`src/rtl/addernet_tile_sched.sv`:
```
// Tile scheduler for the AdderNet adder-tree datapath: issues feature/weight reads,
// tags each read through the datapath latency and accumulates tiles into output sums.
module addernet_tile_sched #(
    parameter int RW    = 16,
    parameter int ACC_W = 24,
    parameter int AW    = 12,
    parameter int CW    = 8,
    parameter int LAT   = 3
) (
    input  logic             CLK,
    input  logic             RSTn,
    input  logic             cmd_valid,
    output logic             cmd_ready,
    input  logic [CW-1:0]    cmd_ntile,
    input  logic [CW-1:0]    cmd_nout,
    input  logic [AW-1:0]    cmd_if_base,
    input  logic [AW-1:0]    cmd_w_base,
    output logic             rd_en,
    output logic [AW-1:0]    if_addr,
    output logic [AW-1:0]    w_addr,
    input  logic [RW-1:0]    dp_result,
    output logic             out_valid,
    input  logic             out_ready,
    output logic [ACC_W-1:0] out_data,
    output logic             busy,
    output logic             done
);

    localparam int ACC_W1 = ACC_W + 1;

    typedef enum logic [1:0] {IDLE, ISSUE, DRAIN} state_t;

    state_t state, state_nx;

    logic [CW-1:0] ntile_q, nout_q, tile_cnt, out_cnt;
    logic [AW-1:0] if_base_q, w_base_q, offset;

    logic [LAT-1:0] vld_p, first_p, last_p;
    logic [ACC_W-1:0] acc_p, tap_sum;

    logic [ACC_W-1:0] fifo_mem [2];
    logic             wr_ptr, rd_ptr;
    logic [1:0]       fifo_cnt, inflight;

    logic first_tile, last_tile, last_out, credit_ok, push, pop, accept;

    function automatic logic [ACC_W-1:0] sat_add(input logic [ACC_W-1:0] a,
                                                 input logic [RW-1:0] b);
        logic [ACC_W:0] s;
        s = {1'b0, a} + ACC_W1'(b);
        return s[ACC_W] ? '1 : s[ACC_W-1:0];
    endfunction

    assign first_tile = (tile_cnt == '0);
    assign last_tile  = (tile_cnt == ntile_q - CW'(1));
    assign last_out   = (out_cnt == nout_q - CW'(1));
    // An output holds a credit from its first-tile issue until it leaves the FIFO.
    assign credit_ok  = ({1'b0, fifo_cnt} + {1'b0, inflight}) < 3'd2;

    assign cmd_ready = (state == IDLE);
    assign busy      = (state != IDLE);
    assign accept    = cmd_valid & cmd_ready;

    assign if_addr = if_base_q + offset;
    assign w_addr  = w_base_q + AW'(tile_cnt);

    always_comb begin
        state_nx = state;
        rd_en    = 1'b0;
        done     = 1'b0;
        case (state)
            IDLE: begin
                if (cmd_valid) begin
                    if (cmd_ntile == '0 || cmd_nout == '0)
                        state_nx = DRAIN;
                    else
                        state_nx = ISSUE;
                end
            end
            ISSUE: begin
                rd_en = !first_tile || credit_ok;
                if (rd_en && last_tile && last_out)
                    state_nx = DRAIN;
            end
            DRAIN: begin
                if (vld_p == '0 && fifo_cnt == '0) begin
                    done     = 1'b1;
                    state_nx = IDLE;
                end
            end
            default: state_nx = IDLE;
        endcase
    end

    always_ff @(posedge CLK or negedge RSTn) begin
        if (!RSTn) begin
            state     <= IDLE;
            ntile_q   <= '0;
            nout_q    <= '0;
            if_base_q <= '0;
            w_base_q  <= '0;
            tile_cnt  <= '0;
            out_cnt   <= '0;
            offset    <= '0;
        end else begin
            state <= state_nx;
            if (accept) begin
                ntile_q   <= cmd_ntile;
                nout_q    <= cmd_nout;
                if_base_q <= cmd_if_base;
                w_base_q  <= cmd_w_base;
                tile_cnt  <= '0;
                out_cnt   <= '0;
                offset    <= '0;
            end else if (rd_en) begin
                offset <= offset + AW'(1);
                if (last_tile) begin
                    tile_cnt <= '0;
                    out_cnt  <= out_cnt + CW'(1);
                end else begin
                    tile_cnt <= tile_cnt + CW'(1);
                end
            end
        end
    end

    // Tag pipeline: index LAT-1 lines up with the dp_result of the tagged read.
    always_ff @(posedge CLK or negedge RSTn) begin
        if (!RSTn) begin
            vld_p   <= '0;
            first_p <= '0;
            last_p  <= '0;
        end else begin
            vld_p   <= (vld_p << 1) | LAT'(rd_en);
            first_p <= (first_p << 1) | LAT'(rd_en & first_tile);
            last_p  <= (last_p << 1) | LAT'(rd_en & last_tile);
        end
    end

    // Accumulate stage
    assign tap_sum = first_p[LAT-1] ? ACC_W'(dp_result) : sat_add(acc_p, dp_result);
    assign push    = vld_p[LAT-1] & last_p[LAT-1];

    always_ff @(posedge CLK) begin
        if (vld_p[LAT-1])
            acc_p <= tap_sum;
    end

    // Output FIFO, first-word fall-through
    assign out_valid = (fifo_cnt != '0);
    assign out_data  = fifo_mem[rd_ptr];
    assign pop       = out_valid & out_ready;

    always_ff @(posedge CLK or negedge RSTn) begin
        if (!RSTn) begin
            fifo_mem[0] <= '0;
            fifo_mem[1] <= '0;
            wr_ptr      <= 1'b0;
            rd_ptr      <= 1'b0;
            fifo_cnt    <= '0;
            inflight    <= '0;
        end else begin
            if (push) begin
                fifo_mem[wr_ptr] <= tap_sum;
                wr_ptr           <= ~wr_ptr;
            end
            if (pop)
                rd_ptr <= ~rd_ptr;
            fifo_cnt <= fifo_cnt + {1'b0, push} - {1'b0, pop};
            inflight <= inflight + {1'b0, rd_en & first_tile} - {1'b0, push};
        end
    end

endmodule
```
`config.mk`:
```
export PLATFORM = sky130hd
export DESIGN_NAME = addernet_tile_sched
export DESIGN_NICKNAME = d
export VERILOG_FILES = /design/src/rtl/addernet_tile_sched.sv
export SDC_FILE = /design/constraint.sdc
export NUM_CORES = 1
export LEC_CHECK = 0
export ABC_CLOCK_PERIOD_IN_PS = 2840
export BUFFER_PORTS_ARGS = -buffer_cell sky130_fd_sc_hd__buf_2
export CAP_MARGIN = 15
export CORE_ASPECT_RATIO = 1.5
export CORE_MARGIN = 3
export CORE_UTILIZATION = 45
export CTS_CLUSTER_DIAMETER = 30
export DETAILED_ROUTE_END_ITERATION = 8
export PLACE_DENSITY_LB_ADDON = 0.08
export SLEW_MARGIN = 20
export SYNTH_ARGS = -nofsm -noshare
export SYNTH_HDL_FRONTEND = slang
export SYNTH_SLANG_ARGS = --single-unit
```
`constraint.sdc`:
```
create_clock -name CLK -period 2.84 [get_ports CLK]
set_input_delay 0.142 -clock CLK [delete_from_list [all_inputs] [get_ports CLK]]
set_output_delay 0.142 -clock CLK [all_outputs]
set_load 0.01 [all_outputs]
```
### Yosys cells after proc, flatten, opt, wreduce, memory -nomap -nowiden

Index checks and enable logic that the tools add are counted.

| storage, ports and cells | value |
|---|---|
| flip-flop bits (word level) | 157 |
| bits of input ports | 60 |
| output and inout port bits | 53 |
| logic and storage cells | 98 |

| operators by class | value |
|---|---|
| add/subtract/negate cells | 13 |
| magnitude comparators | 4 |
| eq/ne operators | 7 |
| multiplexer cells | 24 |
| bitwise gates (word level) | 13 |
| reductions and logical operators | 19 |

Operators with widths:

| cell | number |
|---|---|
| $mux 24 | 6 |
| $bwmux 48 | 1 |
| $mux 8 | 6 |
| $add 24x16->25 | 1 |
| $demux 24 s1 | 1 |
| $logic_not 8->1 | 3 |
| $mux 12 | 2 |
| $add 8x1->8 const B | 2 |
| $eq 8x8->1 | 2 |
| $sub 8x1->8 const B | 2 |
| $add 12x1->12 const B | 1 |
| $add 12x12->12 | 1 |
| $add 12x8->12 | 1 |
| $or 3x1->3 | 3 |
| $mux 2 | 4 |
| $reduce_bool 2->1 | 4 |
| $and 1x1->1 | 6 |
| $ne 2x2->1 const B | 3 |
| $pmux 2 s3 | 1 |
| $add 2x1->2 | 2 |
| $ge 2x2->1 const B | 2 |
| $logic_and 1x1->1 | 4 |
| $logic_not 2->1 | 2 |
| $not 1->2 | 2 |
| other kinds (13) | 18 |

### Longest topological paths before layout

| logic depth | value |
|---|---|
| depth after elaboration | 7 |
| mapped depth | 12 |
| depth with buffers taken out | 12 |

### Least setup slack after synthesis

Ideal clock, no wire load.

| path | value |
|---|---|
| kind | reg-to-reg |
| start | register acc_p[0] |
| end | register acc_p[22], data pin |
| setup time | 0.269 ns |
| data arrival time | 2.133 ns |
| required time | 2.571 ns |
| setup slack | 0.437 ns |
| cell stages (with the launch flop) | 11 |
| clock period less this slack | 2.403 ns |
| cell sequence | edfxtp_1 ha_1 inv_1 fa_1 nand2b_1 a21o_1 a211oi_1 nor3b_1 o31ai_1 and3_1 nor3_1 |

| between the ends | value |
|---|---|
| word-level cells in the longest chain between the ends | 3 |

RTL lines:

| what | RTL line | RTL |
|---|---|---|
| from (decl) | 39 | `logic [ACC_W-1:0] acc_p, tap_sum;` |
| from (signal assigned) | 146 | `acc_p <= tap_sum;` |
| $add 24x16->25 | 50 | `s = {1'b0, a} + ACC_W1'(b);` |
| $mux 24 | 51 | `return s[ACC_W] ? '1 : s[ACC_W-1:0];` |
| $mux 24 | 141 | `assign tap_sum = first_p[LAT-1] ? ACC_W'(dp_result) : sat_add(acc_p, dp_result);` |
| net tap_sum[22] | 39 |  |

The timed path passes the listed nets, and every way through them passes these cells.
A chain may end at the register's enable or synchronous reset.

### Final worst setup path

| path | value |
|---|---|
| start | register offset[1] |
| end | output if_addr[11] |

| between the ends | value |
|---|---|
| word-level cells in the longest chain between the ends | 1 |

RTL lines:

| what | RTL line | RTL |
|---|---|---|
| from (decl) | 36 | `logic [AW-1:0] if_base_q, w_base_q, offset;` |
| from (signal assigned) | 116 | `offset <= offset + AW'(1);` |
| $add 12x12->12 | 64 | `assign if_addr = if_base_q + offset;` |
| to (decl) | 19 | `output logic [AW-1:0] if_addr,` |

No other way between the ends.

==> results.cfg <==
[route]
met1Wirelength_um = 8890
vias_per_cell = 5.26
wl_met3_um = 640
ant_nets = 0
wl_per_cell_um = 15.9
drtIter0Drc = 364
routed.top_layer = met4
routed-wl-met2_um = 12700
drc = 0
drt_wl_total_um = 22800
first_pass_iters = 6
via_count = 7551

[synth]
synth_warnings = 0
synth_area_leaders = dfrtp_1 (37%), nand2_1 (8.1%), edfxtp_1 (8.0%)
synth_fp_nets = 1100
syn_area_mm2 = 0.00903
syn_inst = 991
post-synth-top-area-cell = dfrtp_1
synth_area_per_cell_um2 = 9.12
ys.flop_type = dfrtp_1
synth_edf_count = 24
netlist.area_leader.share = 0.368
ys_seq_area_frac = 0.448
ys_types = 65
synthArstFlopShare = 0.847
ys_seq_elements = 157

[hold_path]
whs_path_depth = 3
hold_start = out_ready
min-delay-path-class = in -> reg
hold_end = rd_ptr

[cts]
cts_tree = yes
clock_latency_ns = 0.44
htreeDepth = 4
cts.sinks = 157
clockRootBuffer = clkbuf_16
clockBufferDepth = 2
cts_buffers = 17
path_clk_slew_ns = 0.07

[worst_setup_path]
crit_required_ns = 2.70
reg2regPathDepth = 11
rr_startpoint = acc_p[0]
cp_cell_sequence = ha_1 > a21oi_2 > o21ai_2 > o41a_1 > o21a_1 > o21ai_2 > a21oi_1 > xnor2_1 > buf_2
crit_family = compound AO/OA/AOI/OAI gates
start_kind = flop
r2r_end = acc_p[22]
arrival_ns = 2.63
path_common_cell = o21ai_2
rrSetupSlack_ns = 0.16
crit_slowest_cell = dfrtp_1
cp-end-kind = primary output
path_class = reg -> out
crit_fanout = 4
critPathMaxStageDelay_ns = 0.42
path_buf_inv = 1

[final_layout]
drive_gt1_frac = 0.215
instances_no_fill = 1436
fill_cells = 1791
finalNetCount = 1276
mostFrequentLayoutCells = nand2_1 (196), dfrtp_1 (132), buf_2 (111), o21ai_0 (70), inv_1 (57)
area_growth_pct = 24.3
diodes = 0
layout_commonest_cell = nand2_1

[die]
fp-row-count = 62
die-area_mm2 = 0.0218
start_util = 0.464
die_h_um = 180
io_pins = 113
placeableCoreArea_mm2 = 0.0195
die-width_um = 122

[run]
max_cap_violations = 0

[timing]
finalCriticalPeriod_ns = 2.77
worst_pin_slew_ns = 0.848
hold_viol = 0
final_max_slew_viol_count = 0
hold_slack_ns = 0.0255
slew_headroom = 0.434
max_freq_mhz = 360
setup_viol = 0
period_share = 0.977
rsz0062_at_grt = true
fin_worst_skew_ns = 0.0126

[global_routing]
grt-ovfl-total = 0
grt_antenna_before_repair = 0
track_usage = 0.216
grt_max_degree = 65
grt_first_pass_wirelength_um = 38200
grt_pass1_vias = 8012

[power_and_ir_drop]
p_per_area_mw_per_mm2 = 1010
ir_worst_vdd_mv = 0.670
power_leakage_nw = 5.28

[run_status]
status = completed

[place]
gp_congestion = 0.885
port_buffers = 112
placedCellCount = 1352
dp_hpwl_um = 16400
[per-stage QoR]
step	area (um2)	setup WS, ns	util	setup TNS (ns)	total power [mW]
2_1_floorplan	9030	0.437	-	0	7.18
3_3_place_gp	10000	0.131	0.515	0	8.85
3_5_place_dp	10000	0.0607	0.515	0	8.88
4_1_cts	11100	-0.0182	0.569	-0.0182	11.3
5_1_grt	11200	-0.0568	0.577	-0.195	12.3
6_report	11200	0.0657	0.577	0	11.4
[worst min-delay path, cell delays in order]
cell and delay (ns):
buf_2 0.07, and2_1 0.14, xor2_1 0.07
[cell families after synthesis]
| family | synth area share |
|---|---|
| AO/OA/AOI/OAI | 0.147 |
| XOR/XNOR | 0.0611 |
| adder cells (fa/ha/maj) | 0.0712 |
| buffers and inverters | 0.0432 |
| flip-flops | 0.448 |
| multiplexers | 0.0346 |
| AND/OR/NAND/NOR | 0.195 |
[state kept, by name (all words and copies together), names as in the netlist]
signal	flops
vld_p	3
acc_p	24
rd_ptr	1
if_base_q	12
fifo_mem	48
inflight	2
fifo_cnt	2
offset	12
ntile_q	8
out_cnt	8
state	2
wr_ptr	1
tile_cnt	8
nout_q	8
last_p	3
w_base_q	12
first_p	3
[power breakdown]
group | internal [mW] | switching, mW | leakage (nW)
logic | 2.25 | 3.11 | 3.22
registers | 3.12 | 0.525 | 1.77
clock network | 1.36 | 1.00 | 0.290
total | 6.73 | 4.63 | 5.28
[timing repair]
item,in CTS,in global routing
hold buffers,42,0
endpoints found under the setup margin,7,66
pin swaps,2,12
buffers inserted,2,8
gates resized for setup,13,26
endpoints found under the hold margin,103,0
[final cells by class]
type | count | area, um2 | area share
Inverter | 59 | 221 | 0.0197
Sequential cell | 157 | 4050 | 0.361
Multi-Input combinational cell | 734 | 4700 | 0.419
Clock inverter | 14 | 155 | 0.0138
Tap cell | 256 | 320 | 0.0285
Timing Repair Buffer | 198 | 1330 | 0.118
Clock buffer | 18 | 450 | 0.0401
[per-layer routing]
layer / GRT usage / vias to the layer above
li1: - / 3814
met1: 0.233 / 3566
met2: 0.410 / 135
met3: 0.0409 / 36
met4: 0.0767 / 0
met5: 0 / -
[cell usage after synthesis (16+ instances only)]
library cell / number
clkbuf_1: 32
xnor2_1: 35
ha_1: 45
dfrtp_1: 133
nor3_1: 16
nand3_1: 34
mux2_2: 26
xor2_1: 28
edfxtp_1: 24
inv_1: 58
nor2_1: 42
nand2_1: 196
a21oi_1: 47
o21ai_0: 78
[worst max-delay path by stage]
stage / startpoint / to / slack (ns) / cells after the start
global placement: acc_p[0] / acc_p[10] / 0.13 / 12
floorplan: acc_p[0] / acc_p[22] / 0.44 / 10
global route: offset[1] / if_addr[9] / -0.06 / 9
finish: offset[1] / if_addr[11] / 0.07 / 9
CTS: tile_cnt[0] / w_addr[10] / -0.02 / 11
detailed placement: acc_p[0] / acc_p[14] / 0.06 / 11
Power figures use the tool's default switching activity.
